File: src/rtl/csa_accum_resolve_pkg.sv
// Shared defaults and state type for the carry-save accumulator with bit-serial resolve.
package csa_accum_resolve_pkg;

    localparam int unsigned IN_W_DEF    = 4;
    localparam int unsigned ACC_W_DEF   = 8;
    localparam int unsigned MAX_OPS_DEF = 15;
    localparam int unsigned CNT_W       = 4;

    typedef enum logic [1:0] {
        StAccum   = 2'd0,
        StResolve = 2'd1,
        StDone    = 2'd2
    } state_e;

endpackage

File: src/rtl/fa_cell.sv
// One-bit full adder used both for the carry-save step and the serial resolver.
module fa_cell (
    input  logic a,
    input  logic b,
    input  logic cin,
    output logic s,
    output logic cout
);

    assign s    = a ^ b ^ cin;
    assign cout = (a & b) | (a & cin) | (b & cin);

endmodule

File: src/rtl/csa_accum_resolve.sv
// Accumulates operands in carry-save form, then resolves sum+carry one bit per cycle.
module csa_accum_resolve
    import csa_accum_resolve_pkg::*;
#(
    parameter int unsigned IN_W    = IN_W_DEF,
    parameter int unsigned ACC_W   = ACC_W_DEF,
    parameter int unsigned MAX_OPS = MAX_OPS_DEF
) (
    input  logic             clk,
    input  logic             rst,
    input  logic             in_valid,
    output logic             in_ready,
    input  logic [IN_W-1:0]  in_data,
    input  logic             in_last,
    output logic             out_valid,
    input  logic             out_ready,
    output logic [ACC_W-1:0] out_sum,
    output logic [CNT_W-1:0] out_count
);

    localparam int unsigned IDX_W = (ACC_W > 1) ? $clog2(ACC_W) : 1;

    state_e             state_q, state_d;
    logic [ACC_W-1:0]   sum_q, sum_d;
    logic [ACC_W-1:0]   car_q, car_d;
    logic [ACC_W-1:0]   res_q, res_d;
    logic [CNT_W-1:0]   cnt_q, cnt_d;
    logic [IDX_W-1:0]   idx_q, idx_d;
    logic               cin_q, cin_d;

    logic [ACC_W-1:0]   x;
    logic [ACC_W-1:0]   csa_s;
    logic [ACC_W-1:0]   csa_cout;
    logic [ACC_W-1:0]   csa_car;
    logic [CNT_W-1:0]   cnt_inc;
    logic               res_bit;
    logic               res_cout;
    logic               unused_top_carry;

    assign x = ACC_W'(in_data);

    for (genvar i = 0; i < ACC_W; i++) begin : g_csa
        fa_cell u_fa (
            .a    (sum_q[i]),
            .b    (car_q[i]),
            .cin  (x[i]),
            .s    (csa_s[i]),
            .cout (csa_cout[i])
        );
    end

    // Carry out of the MSB falls off: the accumulator wraps modulo 2^ACC_W.
    assign csa_car          = {csa_cout[ACC_W-2:0], 1'b0};
    assign unused_top_carry = csa_cout[ACC_W-1];

    fa_cell u_fa_resolve (
        .a    (sum_q[idx_q]),
        .b    (car_q[idx_q]),
        .cin  (cin_q),
        .s    (res_bit),
        .cout (res_cout)
    );

    assign cnt_inc   = cnt_q + CNT_W'(1);
    assign in_ready  = (state_q == StAccum);
    assign out_valid = (state_q == StDone);
    assign out_sum   = res_q;
    assign out_count = cnt_q;

    always_comb begin
        state_d = state_q;
        sum_d   = sum_q;
        car_d   = car_q;
        res_d   = res_q;
        cnt_d   = cnt_q;
        idx_d   = idx_q;
        cin_d   = cin_q;
        unique case (state_q)
            StAccum: begin
                if (in_valid) begin
                    sum_d = csa_s;
                    car_d = csa_car;
                    cnt_d = cnt_inc;
                    if (in_last || (cnt_inc == CNT_W'(MAX_OPS))) begin
                        state_d = StResolve;
                        idx_d   = '0;
                        cin_d   = 1'b0;
                    end
                end
            end
            StResolve: begin
                res_d[idx_q] = res_bit;
                cin_d        = res_cout;
                idx_d        = idx_q + IDX_W'(1);
                if (idx_q == IDX_W'(ACC_W - 1)) begin
                    state_d = StDone;
                end
            end
            StDone: begin
                if (out_ready) begin
                    state_d = StAccum;
                    sum_d   = '0;
                    car_d   = '0;
                    cnt_d   = '0;
                end
            end
            default: begin
                state_d = StAccum;
            end
        endcase
    end

    always_ff @(posedge clk) begin
        if (rst) begin
            state_q <= StAccum;
            sum_q   <= '0;
            car_q   <= '0;
            res_q   <= '0;
            cnt_q   <= '0;
            idx_q   <= '0;
            cin_q   <= 1'b0;
        end else begin
            state_q <= state_d;
            sum_q   <= sum_d;
            car_q   <= car_d;
            res_q   <= res_d;
            cnt_q   <= cnt_d;
            idx_q   <= idx_d;
            cin_q   <= cin_d;
        end
    end

endmodule

File: config.mk
export PLATFORM = sky130hd
export DESIGN_NAME = csa_accum_resolve
export DESIGN_NICKNAME = d
export VERILOG_FILES = /design/src/rtl/csa_accum_resolve_pkg.sv /design/src/rtl/fa_cell.sv /design/src/rtl/csa_accum_resolve.sv
export SDC_FILE = /design/constraint.sdc
export NUM_CORES = 1
export LEC_CHECK = 0
export CORE_UTILIZATION = 54
export CTS_CLUSTER_DIAMETER = 100
export DETAILED_ROUTE_END_ITERATION = 7
export PLACE_DENSITY = 0.79
export SLEW_MARGIN = 20
export SYNTH_ARGS = -nofsm -noshare
export SYNTH_HDL_FRONTEND = slang
export SYNTH_SLANG_ARGS = --single-unit
export TNS_END_PERCENT = 20
File: constraint.sdc
create_clock -name clk -period 2.9 [get_ports clk]
set_input_delay 0.435 -clock clk [delete_from_list [all_inputs] [get_ports clk]]
set_output_delay 0.435 -clock clk [all_outputs]
set_load 0.01 [all_outputs]
==> Yosys cells after proc, flatten, opt, wreduce, memory -nomap -nowiden <==
Cells that the tools add are included.
{ "word_totals": {"register_bits": 34, "latch_bits": 0, "ramBits": 0, "romBits": 0, "inputBits": 9, "word_cells": 95, "memories": 0} }
{ "classes": {"add_sub_neg": 2, "mul": 0, "div": 0, "magnitude_cmp": 2, "n_eq_ne": 8, "shift": 0, "muxes": 26, "bitwise_logic": 42, "n_reduce_logical": 8} }
{ "ops": {"columns": ["operator", "n"], "rows": [
  ["8-bit one-hot mux with 2 select lines", 2],
  ["8-bit 2-to-1 mux", 3],
  ["1-bit bitwise AND", 18],
  ["1-bit bitwise XOR", 14],
  ["1-bit bitwise OR", 10],
  ["8-bit bitwise mux", 1],
  ["2-bit 2-to-1 mux", 4],
  ["4-bit 2-to-1 mux", 2],
  ["4-bit one-hot mux with 2 select lines", 1],
  ["1-bit binary-select mux with 3-bit select", 2],
  ["3-bit 2-to-1 mux", 2],
  ["2-bit one-hot mux with 3 select lines", 1],
  ["3-bit one-hot mux with 2 select lines", 1],
  ["3-bit AND reduction", 2],
  ["1-bit 2-to-1 mux", 5],
  ["4-bit by 1-bit adder with 4-bit output, second input constant", 1],
  ["4-bit == test, second input constant", 1],
  ["3-bit by 4-bit less-than comparator with 1-bit output, second input constant", 1],
  ["2-bit by 1-bit inequality test with 1-bit output, second input constant", 2],
  ["2-bit inequality test, second input constant", 2],
  ["4-bit AND reduction", 1],
  ["2-bit nonzero test", 2],
  ["3-bit by 1-bit adder with 3-bit output, second input constant", 1],
  ["1-bit demux with 3-bit select", 1],
  ["8 further kinds", 8]
]} }

==> Logic depth before layout (Yosys ltp) <==
Gate-level depths: netlist (run 1).
{ "logic_depth": {"word_depth": 6, "ltp_mapped": 8, "ltp_nobuf": 6} }

==> Hierarchy <==
A second synthesis (run 1) with hierarchy kept.
{ "hier_totals": {"cells_unflattened": 178, "area_unflattened_um2": 1706.6} }
{ "modules_own_cells": {"columns": ["mod", "instances", "cells_each", "area_per_inst_um2", "seq_area_each_um2"], "rows": [
  ["csa_accum_resolve", 1, 169, 1526.5, 660.6],
  ["fa_cell", 9, 1, 20.0, 0.0]
]} }

==> Worst setup path before layout (run 1) <==
OpenSTA, ideal clock, no wires.
{ "synth_timing": {"path_type": "register -> register", "from": "register idx_q[1]", "to": "register res_q[0], in the netlist out_sum[0]", "setup_ps": 70, "arrival_ps": 2238, "required_ps": 2830, "setup_slack_ps": 592, "stages_incl_launch_ff": 8, "cell_sequence": "dfxtp_1 buf_2 mux4_2 mux2_2 fa_1 clkbuf_1 nand3_1 a21oi_1"} }
{ "synth_via": {"elab_chain_cells": 5} }
{ "synth_lines": {"columns": ["item", "line_no", "rtl"], "rows": [
  ["from (decl)", "csa_accum_resolve.sv:28", "logic [IDX_W-1:0] idx_q, idx_d;"],
  ["from (signal assigned)", "csa_accum_resolve.sv:128", "idx_q <= idx_d;"],
  ["1-bit binary-select mux with 3-bit select, on equally long branches", "csa_accum_resolve.sv:57, csa_accum_resolve.sv:58", null],
  ["1-bit 2-to-1 mux, on equally long branches", "csa_accum_resolve.sv:57, csa_accum_resolve.sv:58", null],
  ["1-bit bitwise XOR (*) (2 in series)", "fa_cell.sv:10", "assign s = a ^ b ^ cin;"],
  ["named net res_bit", "csa_accum_resolve.sv:36", "logic res_bit;"],
  ["8-bit bitwise mux (*)", "csa_accum_resolve.sv:92", "res_d[idx_q] = res_bit;"],
  ["to (signal assigned)", "csa_accum_resolve.sv:126", "res_q <= res_d;"],
  ["to (decl)", "csa_accum_resolve.sv:26", "logic [ACC_W-1:0] res_q, res_d;"]
]} }
Mark *: on every way through the listed nets, which the timed path passes. The rest lies on a longest branch. The select of a mux whose other input is x is not followed.
A chain may end at the register's enable or synchronous reset.

==> Worst setup path after layout (run 1) <==
{ "layout_timing": {"from": "register idx_q[2]", "to": "register res_q[0], in the netlist out_sum[0]"} }
Same word-level chain as after synthesis.

==> results of run 1 <==
## metal layers
metal  up-vias  global-route usage
li1        654                   -
met1       642              0.3033
met2        32              0.3563
met3         7             0.04911
met4         0              0.1224
met5         -                   0
## area by class of cell
cell class,count,area share
Timing Repair Buffer,25,0.1230
Multi-Input combinational cell,121,0.4819
Sequential cell,33,0.3348
Tap cell,44,0.02790
Inverter,4,0.007609
Clock buffer,8,0.02473
## sequential cells by signal, summed over array words and instances, names as in the netlist
| signal | count |
|---|---|
| out_sum | 8 |
| idx_q | 3 |
| cin_q | 1 |
| car_q | 7 |
| state_q | 2 |
| sum_q | 8 |
| out_count | 4 |
## power groups by stage
stage	combinational [W]	clock, W	sequential, W
global route	0.000124	0.000273	0.000486
global placement	0.000105	0	0.000493
detailed placement	0.000110	0	0.000494
floorplan	0.0000823	0	0.000486
finish	0.000110	0.000244	0.000483
CTS	0.000111	0.000250	0.000483
## how the worst max path moves through the flow
stage | start | end | slack (ns) | cells past startpoint
after CTS | idx_q[2]$_SDFFE_PP0P_ | out_sum[0]$_SDFFE_PP0P_ | 0.62 | 6
after detailed placement | idx_q[2]$_SDFFE_PP0P_ | out_sum[0]$_SDFFE_PP0P_ | 0.65 | 6
final | idx_q[2]$_SDFFE_PP0P_ | out_sum[0]$_SDFFE_PP0P_ | 0.60 | 6
after floorplan | idx_q[1]$_SDFFE_PP0P_ | out_sum[0]$_SDFFE_PP0P_ | 0.59 | 7
after global placement | idx_q[2]$_SDFFE_PP0P_ | out_sum[0]$_SDFFE_PP0P_ | 0.76 | 6
after global routing | idx_q[2]$_SDFFE_PP0P_ | out_sum[0]$_SDFFE_PP0P_ | 0.41 | 6
## per-stage QoR
step | instances | util | total power (W) | area (um^2)
2_1_floorplan | 172 | - | 0.0005680 | 1709
5_1_grt | 235 | 0.6517 | 0.0008831 | 1973
6_report | 235 | 0.6517 | 0.0008381 | 1973
4_1_cts | 235 | 0.6517 | 0.0008437 | 1973
3_5_place_dp | 227 | 0.6355 | 0.0006039 | 1924
3_3_place_gp | 227 | 0.6355 | 0.0005975 | 1924
## critical path: stages, from the launching register on
cell,delay (ns)
dfxtp_1,0.58
mux2_2,0.39
a221oi_1,0.24
a21oi_1,0.09
fa_1,0.67
nand3_1,0.11
a21oi_1,0.16
## cells in the mapped netlist, types with 2 or more instances
cell	count	area share
dfxtp_1	33	0.39
nor2_1	27	0.059
a21oi_1	15	0.044
a22oi_2	8	0.059
ha_1	8	0.059
mux2i_1	7	0.041
nand2_1	7	0.015
a22oi_1	6	0.026
clkbuf_1	6	0.013
nand3_1	6	0.018
a211oi_1	5	0.022
fa_1	4	0.047
inv_1	4	0.0088
buf_2	3	0.0088
buf_6	3	0.020
mux4_2	3	0.040
nand4b_1	3	0.015
nor2b_1	3	0.011
mux2_2	2	0.013
## cell families (layout without fill, tap and decap cells)
family          count (synthesis)  count (layout)  synth area share
flops                          33              33            0.3865
buf+inv                        18              37           0.05709
simple gates                   55              55            0.1662
mux                            12              12           0.09370
fa+ha+maj                      12              12            0.1054
xor+xnor                        2               2           0.01025
compound gates                 40              40            0.1808
==> run_results.csv, run 1 <==
group,metric,value,unit
route,vias_per_cell,5.681,
final_layout,ff_latch_area,660.6,um^2
power,ir_drop,271.1,uV
route,drc,0,
route,wl_per_cell,14.06,um
timing,max_freq,0.4343,GHz
grt,grt_pass1_vias,1242,
logic_synthesis,ys_warn_count,0,
route,ant_nets,0,
logic_synthesis,ys_ff_latch,33,
final_layout,fin_nets,211,
timing,slew_viol_final,0,
place,post-place-ws,0.6484,ns
route,met2WireLength,1598,um
logic_synthesis,synth_cell_types,38,
floorplanning,die_w,58.26,um
route,highest_layer,"met4",
worst_setup_path,crit_type,"reg -> reg",
worst_setup_path,startpoint_type,"register",
route,vias,1335,
timing,worst_pin_slew,0.7638,ns
logic_synthesis,synth-edff-count,0,
logic_synthesis,synth_nets,193,
grt,grt_overflow,0,
timing,finClkSkew,0.006451,ns
clock_network,clockBufferDepth,2,
floorplanning,die_area,3394,um^2
power,power_frac_comb,0.132,
final_layout,fillerInstances,257,
floorplanning,initial_core_util,0.5645,
logic_synthesis,synth_area,1709,um^2
logic_synthesis,synthArstFlopShare,0,
route,initialDrtViolationCount,87,
final_layout,multiInputGateArea,950.9,um^2
timing,setup_slack,0.5974,ns
outcome,status,"finished, final reports clean",
timing,slew_headroom,0.4908,
clock_network,cts_made_buffers,5,
route,dr_wl_met3,155,um
worst_setup_path,endpoint_kind,"register",
job,maxCapViolations,0,
clock_network,cts_resized,0,
worst_setup_path,r2r-end,"out_sum[0]$_SDFFE_PP0P_",
logic_synthesis,postSynthAreaPerCell,9.937,um^2
worst_setup_path,r2r-start,"idx_q[2]$_SDFFE_PP0P_",
route,wl_met1,1484,um
timing,period_minus_slack,2.303,ns
clock_network,h-tree-depth,2,
min_path,hold-path-cell-count,2,
clock_network,hold_buffers,0,
route,drtPass1Iterations,4,
place,io_buffers,22,
timing,timing.final.crit_share,0.7940,
power,share_seq_of_total_power,0.577,
worst_setup_path,path_max_fanout,12,
logic_synthesis,synthCells,172,
power,clkPwrFrac,0.291,
clock_network,cts_sinks,33,
final_layout,area_delta_synth_final,15.45,%
route,wl,3304,um
logic_synthesis,synth_ff_type,"dfxtp_1",
floorplanning,row_count,20,
worst_setup_path,worstPathArrival,2.57,ns
logic_synthesis,seq_area_frac_synth,0.3865,
min_path,hp-start,"out_sum[4]$_SDFFE_PP0P_",
clock_network,insertion_delay,0.33,ns
place,dp_hpwl,2352,um
floorplanning,ios,23,
final_layout,mostFrequentLayoutCells,"dfxtp_1 (33), nor2_1 (27), clkdlybuf4s50_1 (22)",
timing,whs,0.4657,ns
power,swShare,0.2684,
floorplanning,core,3028,um^2
worst_setup_path,rr_worst_depth,6,
clock_network,postCtsSetupBuffers,0,
grt,grtUsageTotal,0.2305,
floorplanning,fp.dieH,58.26,um
power,p_int,0.0006131,W
final_layout,drive_above_1_share,0.1257,
place,place.gp.congestion,0.7628,
power,leakagePower,0.7535,nW
grt,antenna_found_initial,0,
power,powerDensity,424.7,nW/um^2
power,switchingPower,0.0002250,W
clock_network,cts_tree,"done",
clock_network,clkTransAtPathRegs,0.10,ns
worst_setup_path,critical_path_required,3.16,ns
timing,finalSetupTns,0,ns
min_path,min_to,"out_sum[4]$_SDFFE_PP0P_",
final_layout,final_common_cell,"dfxtp_1",
worst_setup_path,reg2reg_slack,0.60,ns
clock_network,root_buffer,"clkbuf_4",
grt,grt_pass1_wl,5768,um
timing,setup_viol,0,
grt,grt_max_degree,34,
timing,finalHoldViolCount,0,
min_path,hold_class,"reg -> reg",
final_layout,diodes,0,
timing,rsz0062_at_grt,"no",
Power figures use the tool's default switching activity.
==> run 2, diff against run 1 <==
Clock period 2.9 ns to 2.25 ns, I/O delays scaled along.
==> run_results.csv, run 2 (synthesis results as in run 1) <==
group,metric,value,unit
outcome,status,"finished, final reports clean",
floorplanning,initial_core_util,0.5645,
worst_setup_path,critical_path_required,1.91,ns
timing,rsz0062_at_grt,"no",
final_layout,fillerInstances,245,
grt,grt_pass1_vias,1361,
power,leakagePower,0.7822,nW
power,ir_drop,378.4,uV
floorplanning,die_w,58.26,um
grt,antenna_found_initial,0,
final_layout,diodes,0,
timing,finalSetupTns,0,ns
power,powerDensity,540.6,nW/um^2
place,io_buffers,22,
clock_network,cts_tree,"done",
timing,whs,0.4693,ns
worst_setup_path,critPathTopFamily,"buffers and inverters",
worst_setup_path,path_max_fanout,10,
timing,finalHoldViolCount,0,
final_layout,area_delta_synth_final,18.30,%
worst_setup_path,startpoint_type,"register",
clock_network,root_buffer,"clkbuf_4",
worst_setup_path,endpoint_kind,"output port",
worst_setup_path,crit_type,"reg -> out",
floorplanning,row_count,20,
min_path,hold_class,"reg -> reg",
timing,worst_pin_slew,0.5610,ns
final_layout,multiInputGateArea,953.4,um^2
floorplanning,core,3028,um^2
clock_network,cts_sinks,33,
worst_setup_path,worstPathArrival,1.78,ns
clock_network,cts_made_buffers,5,
final_layout,drive_above_1_share,0.1624,
route,vias,1344,
clock_network,insertion_delay,0.34,ns
final_layout,ff_latch_area,661.9,um^2
timing,setup_viol,0,
route,vias_per_cell,5.577,
worst_setup_path,cp_cell_sequence,"nand2b_1 > inv_1 > clkdlybuf4s50_1",
grt,grt_max_degree,18,
floorplanning,ios,23,
final_layout,fin_util,0.6678,
clock_network,h-tree-depth,2,
final_layout,mostFrequentLayoutCells,"dfxtp_1 (32), nor2_1 (27), clkdlybuf4s50_1 (22)",
clock_network,clockBufferDepth,2,
worst_setup_path,slowest_delay,0.61,ns
worst_setup_path,crit_slowest_cell,"dfxtp_1",
job,maxCapViolations,0,
worst_setup_path,reg2reg_slack,0.15,ns
timing,max_freq,0.4721,GHz
route,wl_per_cell,14.01,um
route,drtPass1Iterations,4,
floorplanning,fp.dieH,58.26,um
timing,slew_viol_final,0,
timing,period_minus_slack,2.118,ns
worst_setup_path,critPathBufInv,2,
timing,slew_headroom,0.6253,
route,wl,3376,um
grt,grt_overflow,0,
route,initialDrtViolationCount,56,
final_layout,fin_nets,217,
grt,grtUsageTotal,0.2397,
place,place.gp.congestion,0.7752,
clock_network,clkTransAtPathRegs,0.10,ns
final_layout,final_common_cell,"dfxtp_1",
power,power,0.001093,W
timing,finClkSkew,0.01290,ns
route,drc,0,
grt,grt_pass1_wl,6099,um
route,ant_nets,0,
place,dp_hpwl,2519,um
floorplanning,die_area,3394,um^2
timing,timing.final.crit_share,0.9414,
-- run 2: cell count changes in the layout (fill, tap and decap cells not counted) --
cell / delta
dfxtp_1: -1
dfxtp_2: +1
fa_1: -1
buf_4: +6
fa_2: +1
-- run 2: stage by stage --
| step | instances | setup slack, ns | cell area, um^2 |
|---|---|---|---|
| finish | 241 | 0.1318 | 2022 |
| global route | 241 | 0.02684 | 2022 |
| CTS | 241 | 0.005110 | 2018 |
| detailed placement | 233 | 0.01624 | 1969 |
| global placement | 233 | 0.1108 | 1969 |
| floorplan | 172 | 0.01600 | 1710 |
-- run 2: final timing paths --
| check | startpoint | end | depth (start not counted) |
|---|---|---|---|
| worst max-delay path | state_q[1]$_SDFFE_PP0P_ | out_valid | 3 |
| worst min-delay path | out_sum[0]$_SDFFE_PP0P_ | out_sum[0]$_SDFFE_PP0P_ | 2 |
| worst max register to register | idx_q[1]$_SDFFE_PP0P_ | out_sum[4]$_SDFFE_PP0P_ | 5 |
| worst min register to register | out_sum[0]$_SDFFE_PP0P_ | out_sum[0]$_SDFFE_PP0P_ | 2 |
-- run 2: what timing repair did --
item | CTS | global route
hold buffers | 0 | 0
endpoints found under the setup margin | 0 | 8
resized for setup | 0 | 2
buffers inserted | 0 | 0
-- run 2: layout make-up --
| type | instances | area share |
|---|---|---|
| Tap cell | 44 | 0.02723 |
| Multi-Input combinational cell | 121 | 0.4715 |
| Clock buffer | 8 | 0.02413 |
| Inverter | 4 | 0.007426 |
| Timing Repair Buffer | 31 | 0.1423 |
| Sequential cell | 33 | 0.3274 |
-- run 2: report_power, final --
part           leakage (nW)  switching [W]  internal (W)  total (W)
sequential            0.268      0.0000213      0.000599   0.000620
clock                0.0265       0.000195      0.000124   0.000320
combinational         0.488      0.0000794     0.0000739   0.000153
total                 0.782       0.000296      0.000797    0.00109
-- run 2: routing by layer --
metal,GRT usage,wire (um),up-vias
met1,0.3035,1586,653
met5,0,0,-
met3,0.04911,77,8
met2,0.3908,1639,17
met4,0.1156,72,0
li1,-,-,666
-- run 2: worst min-delay path, delay by kind of cell, from the launching register on --
kind	cells	cell delay [ns]
AO/OA/AOI/OAI	1	0.05
flip-flops	1	0.32
AND/OR/NAND/NOR	1	0.05
==> run 3, diff against run 2 <==
Settings changed: SLEW_MARGIN 20 to default.
==> results of run 3 <==
Same layout as run 2: the final DEF is identical, and so are final timing and power.
